File: config.mk
export PLATFORM = sky130hd
export DESIGN_NAME = gpio_sync_debounce
export DESIGN_NICKNAME = d
export VERILOG_FILES = /design/src/rtl/gpio_sync_debounce_pkg.sv /design/src/rtl/debounce_irq_latch.sv /design/src/rtl/gpio_sync_debounce.sv
export SDC_FILE = /design/constraint.sdc
export NUM_CORES = 1
export LEC_CHECK = 0
export ABC_AREA = 1
export BUFFER_PORTS_ARGS = -buffer_cell sky130_fd_sc_hd__buf_2
export CAP_MARGIN = 10
export CORE_MARGIN = 2
export CORE_UTILIZATION = 50
export CTS_CLUSTER_SIZE = 28
export DETAILED_ROUTE_END_ITERATION = 10
export HOLD_SLACK_MARGIN = 0.05
export PLACE_DENSITY = 0.73
export SLEW_MARGIN = 10
export SYNTH_ARGS = -nofsm -noshare
export SYNTH_HDL_FRONTEND = slang
export SYNTH_SLANG_ARGS = --single-unit
export TNS_END_PERCENT = 10
File: constraint.sdc
create_clock -name clk -period 2.28 [get_ports clk]
set_clock_uncertainty 0.2 [all_clocks]
set_input_delay 0.456 -clock clk [delete_from_list [all_inputs] [get_ports clk]]
set_output_delay 0.456 -clock clk [all_outputs]
set_load 0.01 [all_outputs]
File: src/rtl/gpio_sync_debounce_pkg.sv
// gpio_sync_debounce_pkg
//   Shared types and helpers for the GPIO debouncer:
//   - db_state_e : debounce FSM states
//   - EDGE_*     : edge_sel encodings for IRQ source selection
//   - edge_event : maps the rise/fall strobes and edge_sel to an IRQ event
package gpio_sync_debounce_pkg;

  typedef enum logic [1:0] {
    STABLE_LO = 2'd0,
    QUAL_HI   = 2'd1,
    STABLE_HI = 2'd2,
    QUAL_LO   = 2'd3
  } db_state_e;

  localparam logic [1:0] EDGE_NONE = 2'b00;
  localparam logic [1:0] EDGE_RISE = 2'b01;
  localparam logic [1:0] EDGE_FALL = 2'b10;
  localparam logic [1:0] EDGE_BOTH = 2'b11;

  function automatic logic edge_event(input logic [1:0] sel,
                                      input logic       rise,
                                      input logic       fall);
    logic want_rise;
    logic want_fall;
    want_rise = (sel == EDGE_RISE) || (sel == EDGE_BOTH);
    want_fall = (sel == EDGE_FALL) || (sel == EDGE_BOTH);
    return (rise && want_rise) || (fall && want_fall);
  endfunction

endpackage

File: src/rtl/debounce_irq_latch.sv
// debounce_irq_latch
//   Sticky interrupt request with overrun detection. Shared by several
//   peripheral interrupt sources.
//   Ports:
//     clk, nreset   clock, asynchronous active-low reset
//     event_i       one-cycle interrupt event
//     irq_clr       one-cycle clear of irq_o and overrun_o
//     irq_o         sticky request (set wins over clear)
//     overrun_o     event seen while irq_o already pending and not being cleared
module debounce_irq_latch (
  input  logic clk,
  input  logic nreset,
  input  logic event_i,
  input  logic irq_clr,
  output logic irq_o,
  output logic overrun_o
);

  logic irq_q, irq_d;
  logic ovr_q, ovr_d;

  always_comb begin
    irq_d = event_i | (irq_q & ~irq_clr);
    ovr_d = ovr_q;
    // A clear in the same cycle as a new event means software has serviced
    // the old request, so the new one is not an overrun.
    if (irq_clr) begin
      ovr_d = 1'b0;
    end else if (event_i && irq_q) begin
      ovr_d = 1'b1;
    end
  end

  always_ff @(posedge clk or negedge nreset) begin
    if (!nreset) begin
      irq_q <= 1'b0;
      ovr_q <= 1'b0;
    end else begin
      irq_q <= irq_d;
      ovr_q <= ovr_d;
    end
  end

  assign irq_o     = irq_q;
  assign overrun_o = ovr_q;

endmodule

File: src/rtl/gpio_sync_debounce.sv
// gpio_sync_debounce
//   Debouncer and edge qualifier for an already-synchronized GPIO level.
//   A new level is committed after L = max(db_len,1) consecutive samples.
//   Ports:
//     clk, nreset   clock, asynchronous active-low reset
//     sync_i        synchronized input level
//     en            block enable (0: hold level, drop any candidate)
//     db_len        required stable cycles
//     edge_sel      IRQ source select (none/rise/fall/both)
//     irq_clr       clear irq_o / overrun_o
//     level_o       debounced level
//     rise_o/fall_o one-cycle commit strobes
//     irq_o         sticky interrupt request
//     overrun_o     sticky overrun flag
//   state_q holds the FSM state for observation by checkers.
module gpio_sync_debounce
  import gpio_sync_debounce_pkg::*;
#(
  parameter int CNT_W = 8
) (
  input  logic             clk,
  input  logic             nreset,
  input  logic             sync_i,
  input  logic             en,
  input  logic [CNT_W-1:0] db_len,
  input  logic [1:0]       edge_sel,
  input  logic             irq_clr,
  output logic             level_o,
  output logic             rise_o,
  output logic             fall_o,
  output logic             irq_o,
  output logic             overrun_o
);

  localparam logic [CNT_W-1:0] ONE = CNT_W'(1);

  db_state_e        state_q, state_d;
  logic [CNT_W-1:0] cnt_q, cnt_d;
  logic             level_q, level_d;
  logic             rise_q, rise_d;
  logic             fall_q, fall_d;

  logic [CNT_W-1:0] len_eff;
  logic [CNT_W-1:0] cnt_inc;
  logic             irq_event;

  assign len_eff = (db_len == '0) ? ONE : db_len;
  // Saturating increment; commit normally happens first since L <= max.
  assign cnt_inc = (cnt_q == '1) ? cnt_q : cnt_q + ONE;

  always_comb begin
    state_d = state_q;
    cnt_d   = cnt_q;
    level_d = level_q;
    rise_d  = 1'b0;
    fall_d  = 1'b0;

    if (!en) begin
      state_d = level_q ? STABLE_HI : STABLE_LO;
      cnt_d   = '0;
    end else begin
      unique case (state_q)
        STABLE_LO: begin
          if (sync_i) begin
            if (len_eff == ONE) begin
              state_d = STABLE_HI;
              level_d = 1'b1;
              rise_d  = 1'b1;
              cnt_d   = '0;
            end else begin
              state_d = QUAL_HI;
              cnt_d   = ONE;
            end
          end
        end
        QUAL_HI: begin
          if (!sync_i) begin
            state_d = STABLE_LO;
            cnt_d   = '0;
          end else if (cnt_inc >= len_eff) begin
            // >= so that shrinking db_len mid-qualification commits at once.
            state_d = STABLE_HI;
            level_d = 1'b1;
            rise_d  = 1'b1;
            cnt_d   = '0;
          end else begin
            cnt_d = cnt_inc;
          end
        end
        STABLE_HI: begin
          if (!sync_i) begin
            if (len_eff == ONE) begin
              state_d = STABLE_LO;
              level_d = 1'b0;
              fall_d  = 1'b1;
              cnt_d   = '0;
            end else begin
              state_d = QUAL_LO;
              cnt_d   = ONE;
            end
          end
        end
        QUAL_LO: begin
          if (sync_i) begin
            state_d = STABLE_HI;
            cnt_d   = '0;
          end else if (cnt_inc >= len_eff) begin
            state_d = STABLE_LO;
            level_d = 1'b0;
            fall_d  = 1'b1;
            cnt_d   = '0;
          end else begin
            cnt_d = cnt_inc;
          end
        end
        default: begin
          state_d = STABLE_LO;
          cnt_d   = '0;
        end
      endcase
    end
  end

  always_ff @(posedge clk or negedge nreset) begin
    if (!nreset) begin
      state_q <= STABLE_LO;
      cnt_q   <= '0;
      level_q <= 1'b0;
      rise_q  <= 1'b0;
      fall_q  <= 1'b0;
    end else begin
      state_q <= state_d;
      cnt_q   <= cnt_d;
      level_q <= level_d;
      rise_q  <= rise_d;
      fall_q  <= fall_d;
    end
  end

  // Event taken from the registered strobes, so irq_o follows one cycle later.
  assign irq_event = edge_event(edge_sel, rise_q, fall_q);

  debounce_irq_latch u_irq_latch (
    .clk       (clk),
    .nreset    (nreset),
    .event_i   (irq_event),
    .irq_clr   (irq_clr),
    .irq_o     (irq_o),
    .overrun_o (overrun_o)
  );

  assign level_o = level_q;
  assign rise_o  = rise_q;
  assign fall_o  = fall_q;

endmodule

; Word level (Yosys, flattened, before mapping)
; Cells that the tools add are included.
[classes]
n_bitwise = 3
magnitude_cmp = 1
n_reduce_logical = 12
muxes = 42
eq_ne = 20
add_sub_neg = 1
[op_table]
columns = operator, count
row1 = $mux W8, 8
row2 = $pmux W8 S4, 1
row3 = $mux W2, 10
row4 = $mux W1, 19
row5 = $ne A2 B2 Y1 const B, 8
row6 = $reduce_and A9 Y1, 1
row7 = $add A8 B1 Y8 const B, 1
row8 = $eq A2 B2 Y1 const B, 4
row9 = $eq A8 B1 Y1 const B, 1
row10 = $eq A8 B8 Y1 const B, 1
row11 = $ge A8 B8 Y1, 1
row12 = $logic_not A8 Y1, 1
row13 = $ne A4 B4 Y1 const B, 2
row14 = $pmux W2 S4, 1
row15 = $ne A3 B3 Y1 const B, 2
row16 = $eq A2 B1 Y1 const B, 2
row17 = $pmux W1 S2, 2
row18 = $pmux W1 S4, 1
row19 = $reduce_and A4 Y1, 1
row20 = $logic_and A1 B1 Y1, 3
row21 = $logic_or A1 B1 Y1, 3
row22 = $logic_not A2 Y1, 1
row23 = $reduce_and A2 Y1, 1
row24 = $reduce_bool A2 Y1, 1
row25 = 3 further kinds, 3
[totals]
elab_cells = 86
inputBits = 15
ff_bits = 15
out_inout_bits = 5

; Logic depth before layout (Yosys ltp)
; Gate-level depths: netlist of the first run.
[depth]
depth_word = 7
ltp_mapped = 19
mapped_depth_nobuf = 19

; Modules after synthesis
; A second synthesis of the first run with hierarchy kept.
[unflattened]
cells_unflattened = 177
area_unflattened_um2 = 1233.7
[modules_own_cells]
columns = module, n_inst, area_per_inst_um2, seq_area_each_um2, cells_per_inst
row1 = gpio_sync_debounce, 1, 1151.1, 325.3, 168
row2 = debounce_irq_latch, 1, 82.6, 50.0, 9

; Worst setup path after synthesis of the first run
; OpenSTA, ideal clock, no wires.
[synth_timing]
path_kind = register to register
from = register cnt_q[0]
to = register state_q[1]
t_arrival_ps = 2158
required_ps = 1963
setup_time_ps = 117
setup_slack_ps = -195
stages_incl_launch_ff = 17
synth_period_minus_slack_ps = 2475
path_buffers = 0
path_cell_list = dfrtp_1 ha_1 inv_1 nor2_2 nand2_2 nand4_1 xor2_1 inv_1 ha_1 a21oi_1 nor2_1 nor2_2 nand3_1 nand2_1 inv_1 nand3_1 nand2_1
[synth_via]
elab_chain_cells = 5
word_cells_on_any_way = 7
cone_classes = add/sub: 1 / order compare: 1 / eq/ne: 3 / mux: 1 / reduce/logical: 1
[synth_lines]
columns = element, line
row1 = "start, declared", gpio_sync_debounce.sv:38  ; logic [CNT_W-1:0] cnt_q, cnt_d;
row2 = "start signal, assigned", gpio_sync_debounce.sv:133  ; cnt_q <= cnt_d;
row3 = $add A8 B1 Y8 / $eq A8 B8 Y1 (equally long branches), gpio_sync_debounce.sv:49  ; assign cnt_inc = (cnt_q == '1) ? cnt_q : cnt_q + ONE;
row4 = $mux W8 (*), gpio_sync_debounce.sv:49
row5 = $ge A8 B8 Y1 (*), "gpio_sync_debounce.sv:80, gpio_sync_debounce.sv:107"
row6 = $ne A4 B4 Y1 (no source line), -
row7 = $reduce_and A4 Y1 (no source line) (*), -
row8 = "end signal, assigned", gpio_sync_debounce.sv:132  ; state_q <= state_d;
row9 = "end, declared", gpio_sync_debounce.sv:37  ; db_state_e state_q, state_d;
; Mark *: on every way between the ends. The rest lies on a longest branch, timed or not.
; A chain may end at the register's enable or synchronous reset.

; Final worst setup path of the first run
[layout_timing]
from = register cnt_q[0]
to = register state_q[0]
; The elaborated chain is that of the path after synthesis.

==> results of run 1 <==
worst max-delay path by stage:
stage                         startpoint                      to  slack [ns]  cells past startpoint
CTS                 cnt_q[0]$_DFFE_PN0P_  state_q[1]$_DFFE_PN0P_       -0.15                     17
global route        cnt_q[0]$_DFFE_PN0P_  state_q[1]$_DFFE_PN0P_       -0.35                     14
detailed placement  cnt_q[1]$_DFFE_PN0P_  state_q[0]$_DFFE_PN0P_       -0.28                     16
finish              cnt_q[0]$_DFFE_PN0P_  state_q[0]$_DFFE_PN0P_       -0.19                     13
global placement    cnt_q[1]$_DFFE_PN0P_  state_q[0]$_DFFE_PN0P_       -0.19                     16
floorplan           cnt_q[0]$_DFFE_PN0P_  state_q[0]$_DFFE_PN0P_       -0.17                     16
sequential cells by signal, indices dropped and copies added (netlist names):
signal / cells
cnt_q: 8
rise_o: 1
state_q: 2
u_irq_latch.overrun_o: 1
u_irq_latch.irq_o: 1
level_o: 1
fall_o: 1
cells by family (layout without fill, tap and decap cells):
family          after synthesis  in the layout
compound gates               22             22
xor+xnor                      3              3
fa+ha+maj                     9              9
buf+inv                      38             83
flops                        15             15
simple gates                 88             88
critical path, delay by kind of cell, from the launching register on:
family / cells / cell delay, ns
buffers and inverters: 3 / 0.30
adders and majority gates: 1 / 0.31
DFF: 1 / 0.43
AOI/OAI and AO/OA: 2 / 0.37
and+or+nand+nor: 7 / 0.75
metrics by stage:
step           std cells  util (%)  hold slack [ns]  setup WS, ns  instance area (um^2)
2_1_floorplan        175         -          -0.0396        -0.167                  1230
3_3_place_gp         242      66.8            0.171        -0.193                  1510
3_5_place_dp         242      66.8            0.176        -0.280                  1510
4_1_cts              248      70.6            0.125        -0.147                  1590
5_1_grt              248      71.6            0.114        -0.352                  1620
6_report             248      71.6            0.132        -0.193                  1620
cell type report:
class | instances | area share, %
Clock buffer | 3 | 1.39
Sequential cell | 15 | 23.2
Clock inverter | 1 | 0.310
Timing Repair Buffer | 41 | 16.3
Tap cell | 28 | 2.17
Multi-Input combinational cell | 122 | 47.8
Inverter | 38 | 8.83
where the power goes:
part           switching (mW)  total, mW  leakage, nW  internal [mW]
Sequential             0.0656      0.378        0.203          0.312
Combinational           0.272      0.482        0.727          0.210
Clock                  0.0894      0.155       0.0177         0.0652
cells in the final DEF (no fill, tap or decap):
cell,instances
nand2_1,38
inv_1,34
buf_4,21
buf_2,19
nor2_1,16
dfrtp_1,15
nand3_1,13
ha_1,7
o21ai_1,5
inv_2,4
nand4_1,4
nor2_4,3
a21oi_2,3
o21ai_0,3
nand3_2,3
o22ai_1,3
clkbuf_4,3
nor2_2,2
nand2_4,2
nand3b_1,2
a21oi_1,2
ha_4,2
xnor2_1,1
nand2_2,1
xor2_1,1
nor3_2,1
o21ai_2,1
o21a_1,1
a22o_1,1
o21bai_1,1
a21o_1,1
xnor2_2,1
nand4_4,1
or2_2,1
nor4_1,1
a31o_2,1
clkinv_2,1
dlygate4sd3_1,1
routing by layer:
metal / global-route usage, % / up-vias
li1: - / 648
met1: 30.7 / 581
met3: 2.54 / 6
met2: 42.2 / 35
met5: 0 / -
met4: 12.8 / 0
timing repair:
item                                    CTS  global route
buffers inserted                          1             0
hold buffers                              1             0
pin swaps                                14            10
endpoints found under the setup margin   13            13
gates resized for setup                  11             4
endpoints found under the hold margin    15             0
==> run summary, run 1 <==
status: finished, violations left
violated checks: negative setup slack
Area Growth Syn to Fin: 32.5%
combinational family with the most area after synthesis: simple AND/OR/NAND/NOR gates
top-count cell post-synth: nand2_1
worst reg2reg endpoint: state_q[0]$_DFFE_PN0P_
slowest cell delay on critical path: 0.43 ns
CTS tree: yes
CTS buffer count: 3
footprint of the multi-input gates: 772 um^2
endpoint type of the worst setup path: flop
crit path cell chain: buf_4 > nand3_1 > inv_2 > nand2_1 > nand2_1 > a21oi_2 > inv_1 > ha_1 > a21o_1 > nor2_4 > nand4_1 > nand3_1 > nand2_1
hold path start: irq_clr
Die Wd: 53.4 um
mapped cell area: 1220 um^2
post-synthesis mux area share: 0%
critical setup path kind: reg2reg
fillers: 192
initial core utilization: 54.1%
Detailed Route WL: 2890 um
post-synthesis sequential area ratio: 30.8%
Metal-1 WL: 1330 um
vias in the first global route: 1212
ant diodes: 0
DRT Pass-1 Iters: 4
Pwr Total: 1.01 mW
largest net degree at the start of global routing: 16
Reg-to-Reg Start: cnt_q[0]$_DFFE_PN0P_
prevailing post-synth register cell: dfrtp_1
Async S/R FF share, synth: 100%
count of cell types in the netlist: 30
Synth top area share: 30.8%
post-route ant nets: 0
Vias/cell: 5.12
clk_lat worst skew: 0.29 ns
site row count: 17
slowest stage cell, crit path: dfrtp_1
reg2reg path depth: 13
worst setup margin: -0.193 ns
Post-Synth Adder-Cell Area: 9.24%
post-synthesis xor/xnor area fraction: 2.77%
IO Pins: 20
port buffer count: 19
Hold Path Sink: u_irq_latch.overrun_o$_DFFE_PN0P_
met3 wire len: 123 um
part of the cycle the worst path needs: 108%
Final Hold Fails: 0
synthesized area per cell: 6.96 um^2
# nets final: 245
GR Overflow Total: 0
Core ar.: 2250 um^2
unrepaired setup endpoints after global routing: yes
number of synthesized flops with an enable pin: 0
CP most frequent cell: nand2_1
Worst Path Arrival: 2.45 ns
met2 WL: 1380 um
max-slew violation count: 0
worst-path fanout max: 5
TNS Setup: -1.83 ns
Synth Area in Compound Gates: 10.9%
RePlAce Congestion: 0.903
worst-margin pin slew: 0.364 ns
post-DP HPWL: 2330 um
Ys Warns: 0
Tightest Hold Check Type: in2reg
Simple-Gate Fraction of Synth Area: 34.6%
R2R setup slack: -0.19 ns
Worst VDD drop: 506 uV
fmax: 404 MHz
hold path depth: 2
Clock Root Buffer: clkbuf_4
Commonest cells post-synth: 39 x nand2_1, 37 x inv_1, 17 x nor2_1, 15 x dfrtp_1, 15 x nand3_1
register area: 375 um^2
initial antenna violation count: 0
Die ar.: 2850 um^2
relative slew slack: 75.5%
Clock Pin Slew Worst Setup and Hold Paths: 0.10 ns
CP Launch Type: flop
clock tree buffer depth: 2
via count: 1270
register bit total from synthesis: 15
GRT Total Usage: 24.9%
Syn Inst Count: 175
Clock Sinks: 15
Area contributors post-synth: dfrtp_1 31%, nand2_1 12%, inv_1 11%
synthesized net count: 199
dominant cell type by area after synthesis: dfrtp_1
Die Span Y: 53.4 um
final-report setup violation count: 13
Max Cap Violations: 0
Final min period: 2.47 ns
DR DRC count: 0
P_leak: 0.948 nW
H-tree depth: 1
Power Dens Cells: 628 nW/um^2
WL per Instance: 11.7 um
share of layout cells above drive strength 1: 31.8%
Worst Path Required: 2.26 ns
first-pass GRT wire length: 5090 um
initial drt markers: 25
uppermost layer routed: met4
(Power assumes the default switching activity.)
==> inputs of run 2 (changes only) <==
--- a/config.mk
+++ b/config.mk
@@ -6,14 +6,15 @@
 export NUM_CORES = 1
 export LEC_CHECK = 0
 export ABC_AREA = 1
-export BUFFER_PORTS_ARGS = -buffer_cell sky130_fd_sc_hd__buf_2
 export CAP_MARGIN = 10
 export CORE_MARGIN = 2
-export CORE_UTILIZATION = 50
+export CORE_UTILIZATION = 60
 export CTS_CLUSTER_SIZE = 28
 export DETAILED_ROUTE_END_ITERATION = 10
+export DONT_BUFFER_PORTS = 1
+export GPL_ROUTABILITY_DRIVEN = 1
 export HOLD_SLACK_MARGIN = 0.05
-export PLACE_DENSITY = 0.73
+export PLACE_DENSITY = 0.74
 export SLEW_MARGIN = 10
 export SYNTH_ARGS = -nofsm -noshare
 export SYNTH_HDL_FRONTEND = slang
==> constraint.sdc (replaced) <==
create_clock -name clk -period 2.8 [get_ports clk]
set_clock_uncertainty 0.2 [all_clocks]
set_input_delay 0.56 -clock clk [delete_from_list [all_inputs] [get_ports clk]]
set_output_delay 0.56 -clock clk [all_outputs]
set_load 0.01 [all_outputs]
==> run summary, run 2 (synthesis gave the netlist of run 1 again) <==
CTS tree: yes (unchanged)
Die Span Y: 49.1 um (was 53.4 um)
via count: 1109 (was 1270)
Sw Share: 42.5% (was 42.1%)
Worst Path Required: 2.77 ns (was 2.26 ns)
initial core utilization: 62.8% (was 54.1%)
met3 wire len: 99 um (was 123 um)
site row count: 16 (was 17)
violated checks: design-rule violations (was negative setup slack)
critical setup path kind: reg2reg (unchanged)
GRT Total Usage: 23.1% (was 24.9%)
RePlAce Congestion: 0.892 (was 0.903)
Area Growth Syn to Fin: 9.45% (was 32.5%)
Pint: 0.437 mW (was 0.587 mW)
GR Overflow Total: 0 (unchanged)
TNS Setup: 0 ns (was -1.83 ns)
initial drt markers: 15 (was 25)
part of the cycle the worst path needs: 93.7% (was 108%)
Core Util, Final: 68.7% (was 71.6%)
status: finished, violations left (unchanged)
Seq pwr share: 41.0% (was 37.3%)
port buffer count: 0 (was 19)
WL per Instance: 12.6 um (was 11.7 um)
vias in the first global route: 1055 (was 1212)
Tightest Hold Check Type: in2reg (unchanged)
DR DRC count: 1 (was 0)
Core ar.: 1940 um^2 (was 2250 um^2)
worst-margin pin slew: 0.652 ns (was 0.364 ns)
uppermost layer routed: met4 (unchanged)
# nets final: 207 (was 245)
IO Pins: 20 (unchanged)
biggest regs: cnt_q: 8 flops, state_q: 2 flops (unchanged)
ant diodes: 0 (unchanged)
Vias/cell: 5.31 (was 5.12)
Die ar.: 2410 um^2 (was 2850 um^2)
CTS buffer count: 3 (unchanged)
Worst Path Arrival: 2.60 ns (was 2.45 ns)
Pwr Total: 0.761 mW (was 1.01 mW)
met2 WL: 1210 um (was 1380 um)
clock tree buffer depth: 2 (unchanged)
fmax: 381 MHz (was 404 MHz)
Max Cap Violations: 0 (unchanged)
Clock power frac: 16.4% (was 15.2%)
post-DP HPWL: 2000 um (was 2330 um)
Biggest register: cnt_q (unchanged)
Detailed Route WL: 2620 um (was 2890 um)
initial antenna violation count: 0 (unchanged)
post-route ant nets: 0 (unchanged)
share of layout cells above drive strength 1: 13.2% (was 31.8%)
Die Wd: 49.1 um (was 53.4 um)
Final min period: 2.62 ns (was 2.47 ns)
Clock Sinks: 15 (unchanged)
reg2reg path depth: 18 (was 13)
hold path depth: 1 (was 2)
Worst VDD drop: 359 uV (was 506 uV)
Final Hold Fails: 0 (unchanged)
worst-path fanout max: 6 (was 5)
commonest non-fill, non-tap cell in the layout: nand2_1 (unchanged)
first-pass GRT wire length: 4350 um (was 5090 um)
largest net degree at the start of global routing: 16 (unchanged)
DRT Pass-1 Iters: 8 (was 4)
H-tree depth: 1 (unchanged)
number of flip-flops in the largest register: 8 (unchanged)
Metal-1 WL: 1240 um (was 1330 um)
clk_lat worst skew: 0.28 ns (was 0.29 ns)
endpoint type of the worst setup path: flop (unchanged)
Clock Pin Slew Worst Setup and Hold Paths: 0.10 ns (about the same)
Comb pwr share: 42.6% (was 47.5%)
Clock Root Buffer: clkbuf_4 (unchanged)
Power Dens Cells: 571 nW/um^2 (was 628 nW/um^2)
P_leak: 0.745 nW (was 0.948 nW)
CP Launch Type: flop (unchanged)
final-report setup violation count: 0 (was 13)
max-slew violation count: 0 (unchanged)
relative slew slack: 56.4% (was 75.5%)
Psw: 0.324 mW (was 0.427 mW)
commonest non-fill, non-tap cells in the layout: 39 x nand2_1, 36 x inv_1, 17 x nor2_1 (was 38 x nand2_1, 34 x inv_1, 21 x buf_4)
==> run 2: timing repair <==
action | in CTS | in global routing
hold endpoints to repair | 15 | 0
hold buffers | 1 | 0
buffers inserted | 0 | 2
resized for setup | 0 | 6
setup endpoints to repair | 0 | 13
==> run 2: final timing paths <==
check,startpoint,to,slack (ns)
max in group asynchronous,nreset,u_irq_latch.irq_o$_DFF_PN0_,1.44
hold / removal,irq_clr,u_irq_latch.overrun_o$_DFFE_PN0P_,0.14
setup reg to reg,cnt_q[0]$_DFFE_PN0P_,state_q[1]$_DFFE_PN0P_,0.18
setup / recovery,cnt_q[0]$_DFFE_PN0P_,state_q[1]$_DFFE_PN0P_,0.18
hold reg to reg,u_irq_latch.overrun_o$_DFFE_PN0P_,u_irq_latch.overrun_o$_DFFE_PN0P_,0.37
min in group asynchronous,nreset,cnt_q[2]$_DFFE_PN0P_,0.54
==> run 2: critical path, stage by stage, from the launching register on <==
cell and delay (ns):
dfrtp_1 0.41, ha_2 0.21, inv_2 0.07, nor2_4 0.05, nand2_2 0.11, nand2_1 0.07, o21ai_0 0.15, inv_1 0.10
ha_1 0.31, nand2_1 0.09, nor2_1 0.05, nor2_1 0.07, nand2_1 0.07, nand2_1 0.19, nand3_1 0.13, nand2_1 0.08
inv_1 0.06, nand3_1 0.06, nand2_1 0.06
==> run 2: through the flow <==
| step | instance area (um^2) | cells | worst slack [ns] | hold WS (ns) |
|---|---|---|---|---|
| finish | 1330 | 209 | 0.176 | 0.135 |
| floorplan | 1220 | 175 | 0.325 | 0.0644 |
| detailed placement | 1250 | 202 | 0.0751 | 0.0648 |
| global route | 1330 | 209 | -0.0119 | 0.125 |
| global placement | 1250 | 202 | 0.214 | 0.0647 |
| CTS | 1290 | 207 | 0.0406 | 0.135 |
==> run 2: area by class of cell <==
class | count | area (um^2)
Clock inverter | 1 | 5.00
Tap cell | 27 | 33.8
Sequential cell | 15 | 375
Multi-Input combinational cell | 122 | 729
Clock buffer | 3 | 22.5
Fill cell | 181 | 608
Timing Repair Buffer | 3 | 25.0
Inverter | 38 | 143
==> run 2: metal layers <==
| metal | GRT usage, % | vias up |
|---|---|---|
| met5 | 0 | - |
| met4 | 7.14 | 0 |
| met3 | 2.45 | 8 |
| met2 | 37.8 | 34 |
| met1 | 31.9 | 494 |
| li1 | - | 573 |
==> run 2: power by group through the flow <==
stage	combinational (mW)	clock, mW	sequential (mW)
2_1_floorplan	0.242	0	0.306
3_3_place_gp	0.288	0	0.319
3_5_place_dp	0.296	0	0.320
4_1_cts	0.301	0.124	0.316
5_1_grt	0.375	0.135	0.319
6_report	0.324	0.125	0.312
